===== config.mk =====
export PLATFORM = sky130hd
export DESIGN_NAME = pc_sequencer
export DESIGN_NICKNAME = d
export VERILOG_FILES = /design/src/rtl/pc_seq_pkg.sv /design/src/rtl/pc_sequencer_ras_stack.sv /design/src/rtl/pc_sequencer.sv
export SDC_FILE = /design/constraint.sdc
export NUM_CORES = 1
export LEC_CHECK = 0
export CAP_MARGIN = 20
export CORE_MARGIN = 5
export CORE_UTILIZATION = 51
export CTS_BUF_LIST = sky130_fd_sc_hd__clkbuf_4
export CTS_CLUSTER_DIAMETER = 60
export DETAILED_ROUTE_END_ITERATION = 10
export PLACE_DENSITY_LB_ADDON = 0.05
export SETUP_SLACK_MARGIN = 0.02
export SLEW_MARGIN = 20
export SYNTH_ARGS = -nofsm -noshare
export SYNTH_HDL_FRONTEND = slang
export SYNTH_SLANG_ARGS = --single-unit

===== constraint.sdc =====
create_clock -name clk -period 3.6 [get_ports clk]
set_input_delay 0.72 -clock clk [delete_from_list [all_inputs] [get_ports clk]]
set_output_delay 0.72 -clock clk [all_outputs]
set_load 0.1 [all_outputs]

===== src/rtl/pc_seq_pkg.sv =====
// Shared types for the next-PC sequencer: FSM states and redirect selections.
package pc_seq_pkg;

    localparam int ADDR_W_DEF = 8;

    typedef enum logic [1:0] {
        IDLE,
        RUN,
        HALTED,
        FAULT
    } seq_state_t;

    typedef enum logic [2:0] {
        HOLD,
        INC,
        BRANCH,
        JUMP,
        CALL,
        RET
    } redirect_t;

endpackage


===== src/rtl/pc_sequencer_ras_stack.sv =====
// Return-address LIFO. Overflow/underflow are policed by the caller; requests
// that would overflow or underflow are ignored here.
module ras_stack #(
    parameter int DEPTH = 4,
    parameter int WIDTH = 8
) (
    input  logic             clk,
    input  logic             reset,
    input  logic             push,
    input  logic             pop,
    input  logic [WIDTH-1:0] push_data,
    output logic [WIDTH-1:0] top,
    output logic             full,
    output logic             empty
);
    localparam int PW = $clog2(DEPTH);
    localparam logic [PW:0] FULL_CNT = (PW + 1)'(DEPTH);

    logic [WIDTH-1:0] mem [DEPTH];
    logic [PW:0]      cnt;
    logic [PW-1:0]    top_idx;

    assign top_idx = cnt[PW-1:0] - 1'b1;
    assign top     = mem[top_idx];
    assign full    = (cnt == FULL_CNT);
    assign empty   = (cnt == '0);

    // Entry count and storage; clearing only resets the count, stale data is unreachable.
    always_ff @(posedge clk) begin
        if (reset) begin
            cnt <= '0;
        end else if (push && !full) begin
            mem[cnt[PW-1:0]] <= push_data;
            cnt              <= cnt + 1'b1;
        end else if (pop && !empty) begin
            cnt <= cnt - 1'b1;
        end
    end

endmodule


===== src/rtl/pc_sequencer.sv =====
// Next-PC controller: chooses hold/increment/branch/jump/call/return, drives the
// PC register's load pins, runs the fetch handshake and owns the return stack.
module pc_sequencer
    import pc_seq_pkg::*;
#(
    parameter int              ADDR_W    = ADDR_W_DEF,
    parameter int              RAS_DEPTH = 4,
    parameter logic [ADDR_W-1:0] RESET_VEC = '0
) (
    input  logic              clk,
    input  logic              reset,
    input  logic              start,
    input  logic              halt_req,
    input  logic              fetch_ack,
    input  logic              branch_taken,
    input  logic [ADDR_W-1:0] branch_target,
    input  logic              jump,
    input  logic [ADDR_W-1:0] jump_target,
    input  logic              call,
    input  logic              ret,
    input  logic [ADDR_W-1:0] pc_q,
    output logic              pc_load_en,
    output logic [ADDR_W-1:0] pc_d,
    output logic              fetch_req,
    output logic [ADDR_W-1:0] fetch_addr,
    output logic              halted,
    output logic              fault
);
    seq_state_t        state, next_state;
    redirect_t         sel;
    logic              fault_ev;
    logic              ras_full, ras_empty;
    logic [ADDR_W-1:0] ras_top;
    logic [ADDR_W-1:0] ret_addr;

    assign ret_addr   = pc_q + 1'b1;
    assign fetch_req  = (state == RUN);
    assign fetch_addr = pc_q;

    ras_stack #(
        .DEPTH (RAS_DEPTH),
        .WIDTH (ADDR_W)
    ) u_ras (
        .clk       (clk),
        .reset     (reset),
        .push      (sel == CALL),
        .pop       (sel == RET),
        .push_data (ret_addr),
        .top       (ras_top),
        .full      (ras_full),
        .empty     (ras_empty)
    );

    // Redirect priority and next state; a stack fault suppresses the redirect and holds the PC.
    always_comb begin
        sel        = HOLD;
        fault_ev   = 1'b0;
        next_state = state;
        case (state)
            IDLE: begin
                if (start) next_state = RUN;
            end
            RUN: begin
                if (fetch_ack) begin
                    if (ret) begin
                        if (ras_empty) fault_ev = 1'b1;
                        else           sel      = RET;
                    end else if (call) begin
                        if (ras_full)  fault_ev = 1'b1;
                        else           sel      = CALL;
                    end else if (jump) begin
                        sel = JUMP;
                    end else if (branch_taken) begin
                        sel = BRANCH;
                    end else begin
                        sel = INC;
                    end
                end
                if (fault_ev)      next_state = FAULT;
                else if (halt_req) next_state = HALTED;
            end
            HALTED: begin
                if (start && !halt_req) next_state = RUN;
            end
            default: next_state = FAULT;
        endcase
    end

    // PC load pins; IDLE and reset pin the PC to the reset vector.
    always_comb begin
        pc_load_en = 1'b1;
        pc_d       = pc_q;
        if (reset || state == IDLE) begin
            pc_d = RESET_VEC;
        end else begin
            case (sel)
                INC:          pc_load_en = 1'b0;
                RET:          pc_d = ras_top;
                CALL, JUMP:   pc_d = jump_target;
                BRANCH:       pc_d = branch_target;
                default:      pc_d = pc_q;
            endcase
        end
    end

    // State register with registered status flags.
    always_ff @(posedge clk) begin
        if (reset) begin
            state  <= IDLE;
            halted <= 1'b0;
            fault  <= 1'b0;
        end else begin
            state  <= next_state;
            halted <= (next_state == HALTED);
            fault  <= (next_state == FAULT);
        end
    end

endmodule


Word-level counts from Yosys, hierarchy flattened
Memory sizes are Yosys's and may differ from the RTL's.
Index checks and enable logic that the tools add are counted.
{"block": "totals", "mem_bits_ro": 0, "elab_cells": 58, "n_memories": 1, "ram_bits": 32, "output_inout_bits": 20, "ff_bits": 7, "latchBits": 0, "in_bits": 33}
{"name": "u_ras.mem", "words": 4, "word_bits": 8, "read_ports": 1, "rd_ports_with_merged_regs": 0, "write_ports": 1, "line_no": "pc_sequencer_ras_stack.sv:19", "rtl": "logic [WIDTH-1:0] mem [DEPTH];"}
{"block": "op_classes", "reduce_logical": 11, "addsub": 4, "shifts": 0, "n_mul": 0, "div": 0, "bitwise": 0, "n_mux": 28, "order_cmp": 0, "eq_ne": 10}
{"op": "$mux 3", "count": 8}
{"op": "$pmux 8 s3", "count": 1}
{"op": "$mux 2", "count": 6}
{"op": "$mux 1", "count": 11}
{"op": "$eq 3x3->1 const B", "count": 3}
{"op": "$add 8x1->8 const B", "count": 1}
{"op": "$mux 8", "count": 1}
{"op": "$eq 2x2->1 const B", "count": 3}
{"op": "$eq 3x2->1 const B", "count": 2}
{"op": "$pmux 2 s3", "count": 1}
{"op": "$add 3x1->3 const B", "count": 1}
{"op": "$eq 3x1->1 const B", "count": 1}
{"op": "$logic_and 1x1->1", "count": 3}
{"op": "$logic_not 1->1", "count": 3}
{"op": "$logic_not 3->1", "count": 1}
{"op": "$sub 3x1->3 const B", "count": 1}
{"op": "$eq 2x1->1 const B", "count": 1}
{"op": "$logic_not 2->1", "count": 1}
{"op": "$reduce_bool 2->1", "count": 1}
{"op": "$reduce_or 2->1", "count": 1}
{"op": "$sub 2x1->2 const B", "count": 1}
{"op": "$logic_or 1x1->1", "count": 1}

Depth between registers and ports, before layout
Gate-level depths: netlist (run 1).
{"block": "logic_depth", "ltp_word": 11, "mapped_depth": 10, "mapped_depth_nobuf": 9}

Cells and area by module
Synthesis (run 1) repeated with hierarchy kept, for this count alone.
{"block": "hier_totals", "hier_cells": 165, "area_unflattened_um2": 2183.3}
{"mod": "ras_stack", "cells_per_inst": 79, "seq_area_each_um2": 1021.0, "instances": 1, "area_per_inst_um2": 1476.4}
{"mod": "pc_sequencer", "cells_per_inst": 86, "seq_area_each_um2": 80.1, "instances": 1, "area_per_inst_um2": 706.9}

Worst setup path before layout (run 1)
OpenSTA, ideal clock, no wires.
{"block": "synth_path", "kind": "flip-flop to output port", "start": "register state[0]", "end": "output port pc_d[6]", "setup_slack_ps": -1259, "n_path_buf": 1, "required_time_ps": 2880, "stages_incl_launch_ff": 6, "arrival_time_ps": 4139, "cell_sequence": "dfxtp_1 > nor2b_1 > and3_1 > clkbuf_1 > nand3_1 > a31oi_1"}
{"block": "synth_via", "elab_chain_cells": 6, "elab_cells_between_ends": 11, "cone_classes": "eq/ne: 5; mux: 3; reduce/logical: 3"}
{"element": "start: declaration", "line_no": "pc_sequencer.sv:29", "rtl": "seq_state_t state, next_state;"}
{"element": "start signal: assignment", "line_no": "pc_sequencer.sv:113", "rtl": "state <= next_state;"}
{"element": "$eq 2x1->1 *"}
{"element": "via fetch_req", "line_no": "pc_sequencer.sv:24", "rtl": "output logic fetch_req,"}
{"element": "$mux 3 *", "line_no": "pc_sequencer.sv:59", "rtl": "case (state)"}
{"element": "$eq 3x2->1 / $eq 3x3->1 (equally long branches)", "line_no": "pc_sequencer.sv:96", "rtl": "case (sel)"}
{"element": "$reduce_or 2->1", "line_no": "pc_sequencer.sv:96"}
{"element": "$pmux 8 s3 *", "line_no": "pc_sequencer.sv:96"}
{"element": "$mux 8 *", "line_no": "pc_sequencer.sv:93", "rtl": "if (reset || state == IDLE) begin"}
{"element": "end: declaration", "line_no": "pc_sequencer.sv:23", "rtl": "output logic [ADDR_W-1:0] pc_d,"}
The timed path passes the listed nets; every way through them passes the cells marked *.

Worst setup path after layout (run 1)
{"block": "layout_path", "start": "input port ret", "end": "output port pc_d[0]"}
{"block": "layout_via", "elab_chain_cells": 7, "elab_cells_between_ends": 10, "cone_classes": "eq/ne: 4; mux: 5; reduce/logical: 1"}
{"element": "start: declaration", "line_no": "pc_sequencer.sv:20", "rtl": "input logic ret,"}
{"element": "$mux 3 *", "line_no": "pc_sequencer.sv:65", "rtl": "if (ret) begin"}
{"element": "$mux 3 *", "line_no": "pc_sequencer.sv:64", "rtl": "if (fetch_ack) begin"}
{"element": "$mux 3 *", "line_no": "pc_sequencer.sv:59"}
{"element": "$eq 3x2->1 / $eq 3x3->1 (equally long branches)", "line_no": "pc_sequencer.sv:96"}
{"element": "$reduce_or 2->1", "line_no": "pc_sequencer.sv:96"}
{"element": "$pmux 8 s3 *", "line_no": "pc_sequencer.sv:96"}
{"element": "$mux 8 *", "line_no": "pc_sequencer.sv:93"}
Mark *: on every way between the ends. The rest lies on a longest branch, timed or not.

==> flow_summary.ini, run 1 <==
[run_status]
run_status = completed

[setup_path]
timing.critical_path.to_type = primary output
critical_path_buf_inv_count = 3
critical-path-max-stage-delay_ps = 610
setup.worst_path.class = in -> out
critical_path_top_delay_cell = sky130_fd_sc_hd__clkdlybuf4s50_1
worst_path_dominant_cell_family = buffers and inverters
crit_path_start_kind = input pin
crit_path_cell_trace = clkdlybuf4s50_1, and4b_1, nor4b_4, buf_4, o21ai_0, a31oi_2, buf_12
required_ps = 2880
cp.arrival_ps = 2680
crit_fanout = 16
regToRegStartpoint = u_ras.cnt[1]$_SDFFE_PP0P_
worst_setup_path_startpoint = ret

[run]
max_cap_viol_count = 0

[power]
internal_power_w = 0.000681
power.combinational.fraction = 0.275
pwr_density_cell_nw_per_um2 = 349
overall_power_w = 0.000987
power.clock.fraction = 0.218
power.leakage_nw = 0.963
power.share.sequential = 0.507
power.ir.vdd_worst_uv = 254
switching_share = 0.310
net-switching-power_w = 0.000306

[detailed_routing]
drt.antenna.violating_nets = 0
wirelength_um = 4750
drt_drc_violations_left = 0
vias_per_cell = 5.72
detail_route.wl_per_cell_um = 17.8
drt_first_iter_violations = 34
detail_route.first_pass.iterations = 4
dr_total_vias = 1528

[sta]
postLayoutSetupSlackWorst_ps = 197
timing.final.crit_period_ps = 3400
rsz0062_at_grt = no
layout_worst_path_cycle_share = 0.945
timing.final.setup_violations = 0
maxClockFrequency_ghz = 0.294
finalClockSkew_ps = 8.97
maxSlewHeadroom = 0.355
max_slew.worst_pin.slew_ps = 965
finalMaxSlewViolations = 0
finalHoldViolations = 0

[floorplanning]
fp.dieW_um = 74.3
dieArea_um2 = 5530
die_height_um = 74.3
core.rowCount = 23
initial_utilization = 0.528
floorplan.io_pins = 53
floorplan.core_area_um2 = 4000

[global_route]
global_route.usage.met1 = 0.239
first_global_vias = 1537
grt_antenna_before_repair = 0
global_route.usage.met2 = 0.297
grt_pass1_wl_um = 7450
maximum_number_of_pins_on_one_net_before_global_route_repair = 17
grt.busiest_layer = met2
use_met3 = 0.0459
global_route.usage.total = 0.180
grt_overflow = 0

[synthesis]
synth_edf_count = 32
synth.cell_area_um2 = 2110
synth-seq-area-share = 0.522
synth_async_sr_flop_share = 0
synthCells = 165
synth.net_count = 204
yosys-top-cells-area = sky130_fd_sc_hd__edfxtp_1 46%, sky130_fd_sc_hd__mux4_2 8.5%, sky130_fd_sc_hd__dfxtp_1 6.6%
synthesis.yosys.warnings = 0
post_synth.cell_area_avg_um2 = 12.8
postSynthRegisterBits = 39
yosysUniqueCellTypes = 44
synth-main-ff-cell = sky130_fd_sc_hd__edfxtp_1
yosysTopAreaCell = sky130_fd_sc_hd__edfxtp_1
synth_top_area_share = 0.455

[clock_network]
tritoncts_clock_tree = done
post_cts_resize_count = 0
clock-sinks = 39
htree_levels = 2
cts-hold-fix-buffers = 0
clockRootBuffer = sky130_fd_sc_hd__clkbuf_4
cts-buffers-inserted = 5
postCtsSetupBuffers = 0
cts_max_path_buffers = 2
cts.reportedPaths.clkPinSlew_ps = 110
worstSkewPairLatency_ps = 330

[layout]
area_delta_synth_final_pct = 33.8
drive_gt1_frac = 0.258
number_of_antenna_diodes = 0
multi_input_gate_area_in_the_final_layout_um2 = 937
seq_area_um2 = 1100
fillerInstances = 278
design.final.nets = 255
final_core_utilization = 0.706

[placed_design]
place_ws_ps = 197
final_gp_congestion = 0.841
buffer_ports.inserted = 52
place.detailed.hpwl_um = 3730

[worst_hold_path]
min_path_type = reg -> reg
min_from = state[0]$_SDFF_PP0_
==> registers in the layout, summed over array words and instances, names as in the netlist <==
name,count
u_ras.mem,32
u_ras.cnt,3
state,2
fault,1
halted,1
==> synthesized netlist by cell type (3+ instances only) <==
master,n
sky130_fd_sc_hd__edfxtp_1,32
sky130_fd_sc_hd__nand3_1,12
sky130_fd_sc_hd__buf_4,10
sky130_fd_sc_hd__a22oi_1,8
sky130_fd_sc_hd__a31oi_1,8
sky130_fd_sc_hd__mux4_2,8
sky130_fd_sc_hd__nor2_1,8
sky130_fd_sc_hd__o21ai_0,8
sky130_fd_sc_hd__dfxtp_1,7
sky130_fd_sc_hd__and2_1,5
sky130_fd_sc_hd__ha_1,5
sky130_fd_sc_hd__inv_1,5
sky130_fd_sc_hd__xnor2_1,5
sky130_fd_sc_hd__a21oi_1,3
sky130_fd_sc_hd__nor2b_1,3
==> layer usage <==
metal | vias to the layer above | routed length [um]
li1 | 736 | -
met5 | - | 0
met3 | 4 | 376
met1 | 732 | 2150
met4 | 0 | 36
met2 | 56 | 2190
==> power by group through the flow <==
stage / clock, W / combinational [W] / sequential (W)
after floorplan: 0 / 0.000172 / 0.000516
after global placement: 0 / 0.000267 / 0.000509
after CTS: 0.000223 / 0.000273 / 0.000500
final: 0.000216 / 0.000271 / 0.000500
after detailed placement: 0 / 0.000272 / 0.000510
after global routing: 0.000242 / 0.000285 / 0.000501
==> cell type report <==
class | count | share of cell area
inverter | 5 | 0.00664
sequential | 39 | 0.390
clock buffer | 6 | 0.0159
tap | 50 | 0.0221
multi-input combinational | 105 | 0.332
clock inverter | 2 | 0.00443
timing repair buffer | 60 | 0.229
==> worst paths after layout <==
check                                                  to  cells past startpoint  slack, ps
worst max-delay path                              pc_d[0]                      7        200
worst max register to register  u_ras.cnt[2]$_SDFFE_PP0P_                      8       1020
worst min-delay path                     fault$_SDFF_PP0_                      1        590
worst min register to register           fault$_SDFF_PP0_                      1        590
==> cells in the final DEF, fill, tap and decap left out, types with 8 or more instances in the layout <==
cell type,instances
sky130_fd_sc_hd__o21ai_0,8
sky130_fd_sc_hd__edfxtp_1,32
sky130_fd_sc_hd__nand3_1,12
sky130_fd_sc_hd__a22oi_1,8
sky130_fd_sc_hd__nor2_1,8
sky130_fd_sc_hd__mux4_2,8
sky130_fd_sc_hd__clkdlybuf4s50_1,34
sky130_fd_sc_hd__buf_4,17
sky130_fd_sc_hd__a31oi_2,8
sky130_fd_sc_hd__buf_12,9
==> logic make-up after synthesis <==
group	after synthesis	share of synthesized area
mux	10	0.0954
compound gates	36	0.119
xor+xnor	7	0.0290
buf+inv	21	0.0593
fa+ha+maj	6	0.0391
flops	39	0.522
simple gates	46	0.137
==> metrics by stage <==
stage / hold WS [ps] / setup TNS, ps / std cells / instance area, um^2
2_1_floorplan: 505 / -68.1 / 165 / 2160
3_3_place_gp: 526 / 0 / 259 / 2770
3_5_place_dp: 562 / 0 / 259 / 2770
4_1_cts: 579 / 0 / 267 / 2830
5_1_grt: 598 / 0 / 267 / 2830
6_report: 588 / 0 / 267 / 2830
Note: power is estimated with default switching activity, not from simulation.
==> run 2: changes to the inputs <==
--- a/config.mk
+++ b/config.mk
@@ -11,7 +11,7 @@
 export CTS_BUF_LIST = sky130_fd_sc_hd__clkbuf_4
 export CTS_CLUSTER_DIAMETER = 60
 export DETAILED_ROUTE_END_ITERATION = 10
-export PLACE_DENSITY_LB_ADDON = 0.05
+export PLACE_DENSITY_LB_ADDON = 0.12
 export SETUP_SLACK_MARGIN = 0.02
 export SLEW_MARGIN = 20
 export SYNTH_ARGS = -nofsm -noshare
==> flow_summary.ini, run 2 (synthesis results as in run 1) <==
[run_status]
run_status = completed

[worst_hold_path]
min_path_type = reg -> reg
min_from = state[0]$_SDFF_PP0_
whs_path_depth = 1
min_delay_worst_endpoint = fault$_SDFF_PP0_

[floorplanning]
dieArea_um2 = 5530
floorplan.core_area_um2 = 4000
floorplan.io_pins = 53
die_height_um = 74.3
initial_utilization = 0.528
fp.dieW_um = 74.3
core.rowCount = 23

[sta]
finalHoldViolations = 0
timing.final.crit_period_ps = 3340
timing.hold.ws_ps = 563
max_slew.worst_pin.slew_ps = 974
maxSlewHeadroom = 0.349
rsz0062_at_grt = no
timing.final.setup_violations = 0
finalClockSkew_ps = 10.2
layout_worst_path_cycle_share = 0.927
finalMaxSlewViolations = 0
maxClockFrequency_ghz = 0.300

[layout]
final_core_utilization = 0.707
mostFrequentLayoutCell = sky130_fd_sc_hd__clkdlybuf4s50_1
number_of_antenna_diodes = 0
area_delta_synth_final_pct = 34.0
max_ffs_per_register = 32
design.final.nets = 257
drive_gt1_frac = 0.257
final_cell_mix = 34 x sky130_fd_sc_hd__clkdlybuf4s50_1, 32 x sky130_fd_sc_hd__edfxtp_1, 19 x sky130_fd_sc_hd__buf_4

[detailed_routing]
drt.antenna.violating_nets = 0
drt_first_iter_violations = 96
dr_total_vias = 1597
detail_route.first_pass.iterations = 4
detail_route.wl_per_cell_um = 19.6
wirelength_um = 5260
vias_per_cell = 5.96
drt_drc_violations_left = 0

[setup_path]
crit_path_start_kind = input pin
cp.arrival_ps = 2620
setup.worst_path.class = in -> out
crit_path_cell_trace = clkdlybuf4s50_1, and4b_1, nor4b_4, buf_4, o21ai_0, a31oi_2, buf_12
regToRegStartpoint = u_ras.cnt[1]$_SDFFE_PP0P_
rr_endpoint = u_ras.cnt[2]$_SDFFE_PP0P_
critical_path_buf_inv_count = 3
crit_fanout = 16
worst_setup_path_startpoint = ret
r2r.worst_path.cells = 8
rrSetupSlack_ps = 1070
critical-path-max-stage-delay_ps = 520
critical_path_top_delay_cell = sky130_fd_sc_hd__clkdlybuf4s50_1
required_ps = 2880
worst_path_dominant_cell_family = buffers and inverters
timing.critical_path.to_type = primary output

[placed_design]
place.detailed.hpwl_um = 4010
final_gp_congestion = 0.829
buffer_ports.inserted = 52

[clock_network]
tritoncts_clock_tree = done
clockRootBuffer = sky130_fd_sc_hd__clkbuf_4
htree_levels = 2
cts-hold-fix-buffers = 0
post_cts_resize_count = 0
postCtsSetupBuffers = 0
cts-buffers-inserted = 5
clock-sinks = 39
cts_max_path_buffers = 2
worstSkewPairLatency_ps = 340
cts.reportedPaths.clkPinSlew_ps = 100

[power]
power.leakage_nw = 0.970
pwr_density_cell_nw_per_um2 = 346
power.ir.vdd_worst_uv = 255

[global_route]
maximum_number_of_pins_on_one_net_before_global_route_repair = 17
global_route.usage.total = 0.203
grt_overflow = 0
first_global_vias = 1667
grt_pass1_wl_um = 8160
grt_antenna_before_repair = 0

[run]
max_cap_viol_count = 0
==> run 2: changes by cell type in the layout (fill, tap and decap cells not counted) <==
| cell | change |
|---|---|
| sky130_fd_sc_hd__clkbuf_4 | -1 |
| sky130_fd_sc_hd__clkinv_1 | +1 |
| sky130_fd_sc_hd__buf_4 | +2 |
| sky130_fd_sc_hd__clkinvlp_4 | -1 |
==> run 2: per-stage QoR <==
| step | power (W) | cell area [um^2] | instances | worst slack (ps) | TNS, ps |
|---|---|---|---|---|---|
| after global placement | 0.000780 | 2780 | 261 | 341 | 0 |
| final | 0.000979 | 2830 | 268 | 262 | 0 |
| after global routing | 0.00101 | 2830 | 268 | 148 | 0 |
| after detailed placement | 0.000788 | 2780 | 261 | 272 | 0 |
| after CTS | 0.000983 | 2830 | 268 | 269 | 0 |
| after floorplan | 0.000689 | 2160 | 165 | -14.5 | -68.1 |
==> run 2: how the worst max path moves through the flow <==
stage,endpoint,slack (ps),cells after the start
after detailed placement,pc_d[4],270,7
after CTS,pc_d[4],270,7
after floorplan,pc_d[5],-10,8
after global placement,pc_d[2],340,7
after global routing,pc_d[7],150,8
final,pc_d[7],260,7
==> run 2: area by class of cell <==
type                            instances  area [um^2]
Clock inverter                          2         8.76
Clock buffer                            5         37.5
Sequential cell                        39         1100
Inverter                                5         18.8
Multi-Input combinational cell        105          937
Timing Repair Buffer                   62          663
Tap cell                               50         62.6
Fill cell                             282         1170
==> run 2: routing by layer <==
metal	up-vias	GRT usage	routed length [um]
met5	-	0	0
met4	0	0.0731	91
met1	798	0.245	2150
li1	740	-	-
met2	49	0.360	2700
met3	10	0.0432	323
==> run 2: power by group <==
group / switching [W] / internal, W
registers: 0.00000511 / 0.000494
clock network: 0.000132 / 0.0000692
logic: 0.000172 / 0.000106
total: 0.000310 / 0.000670
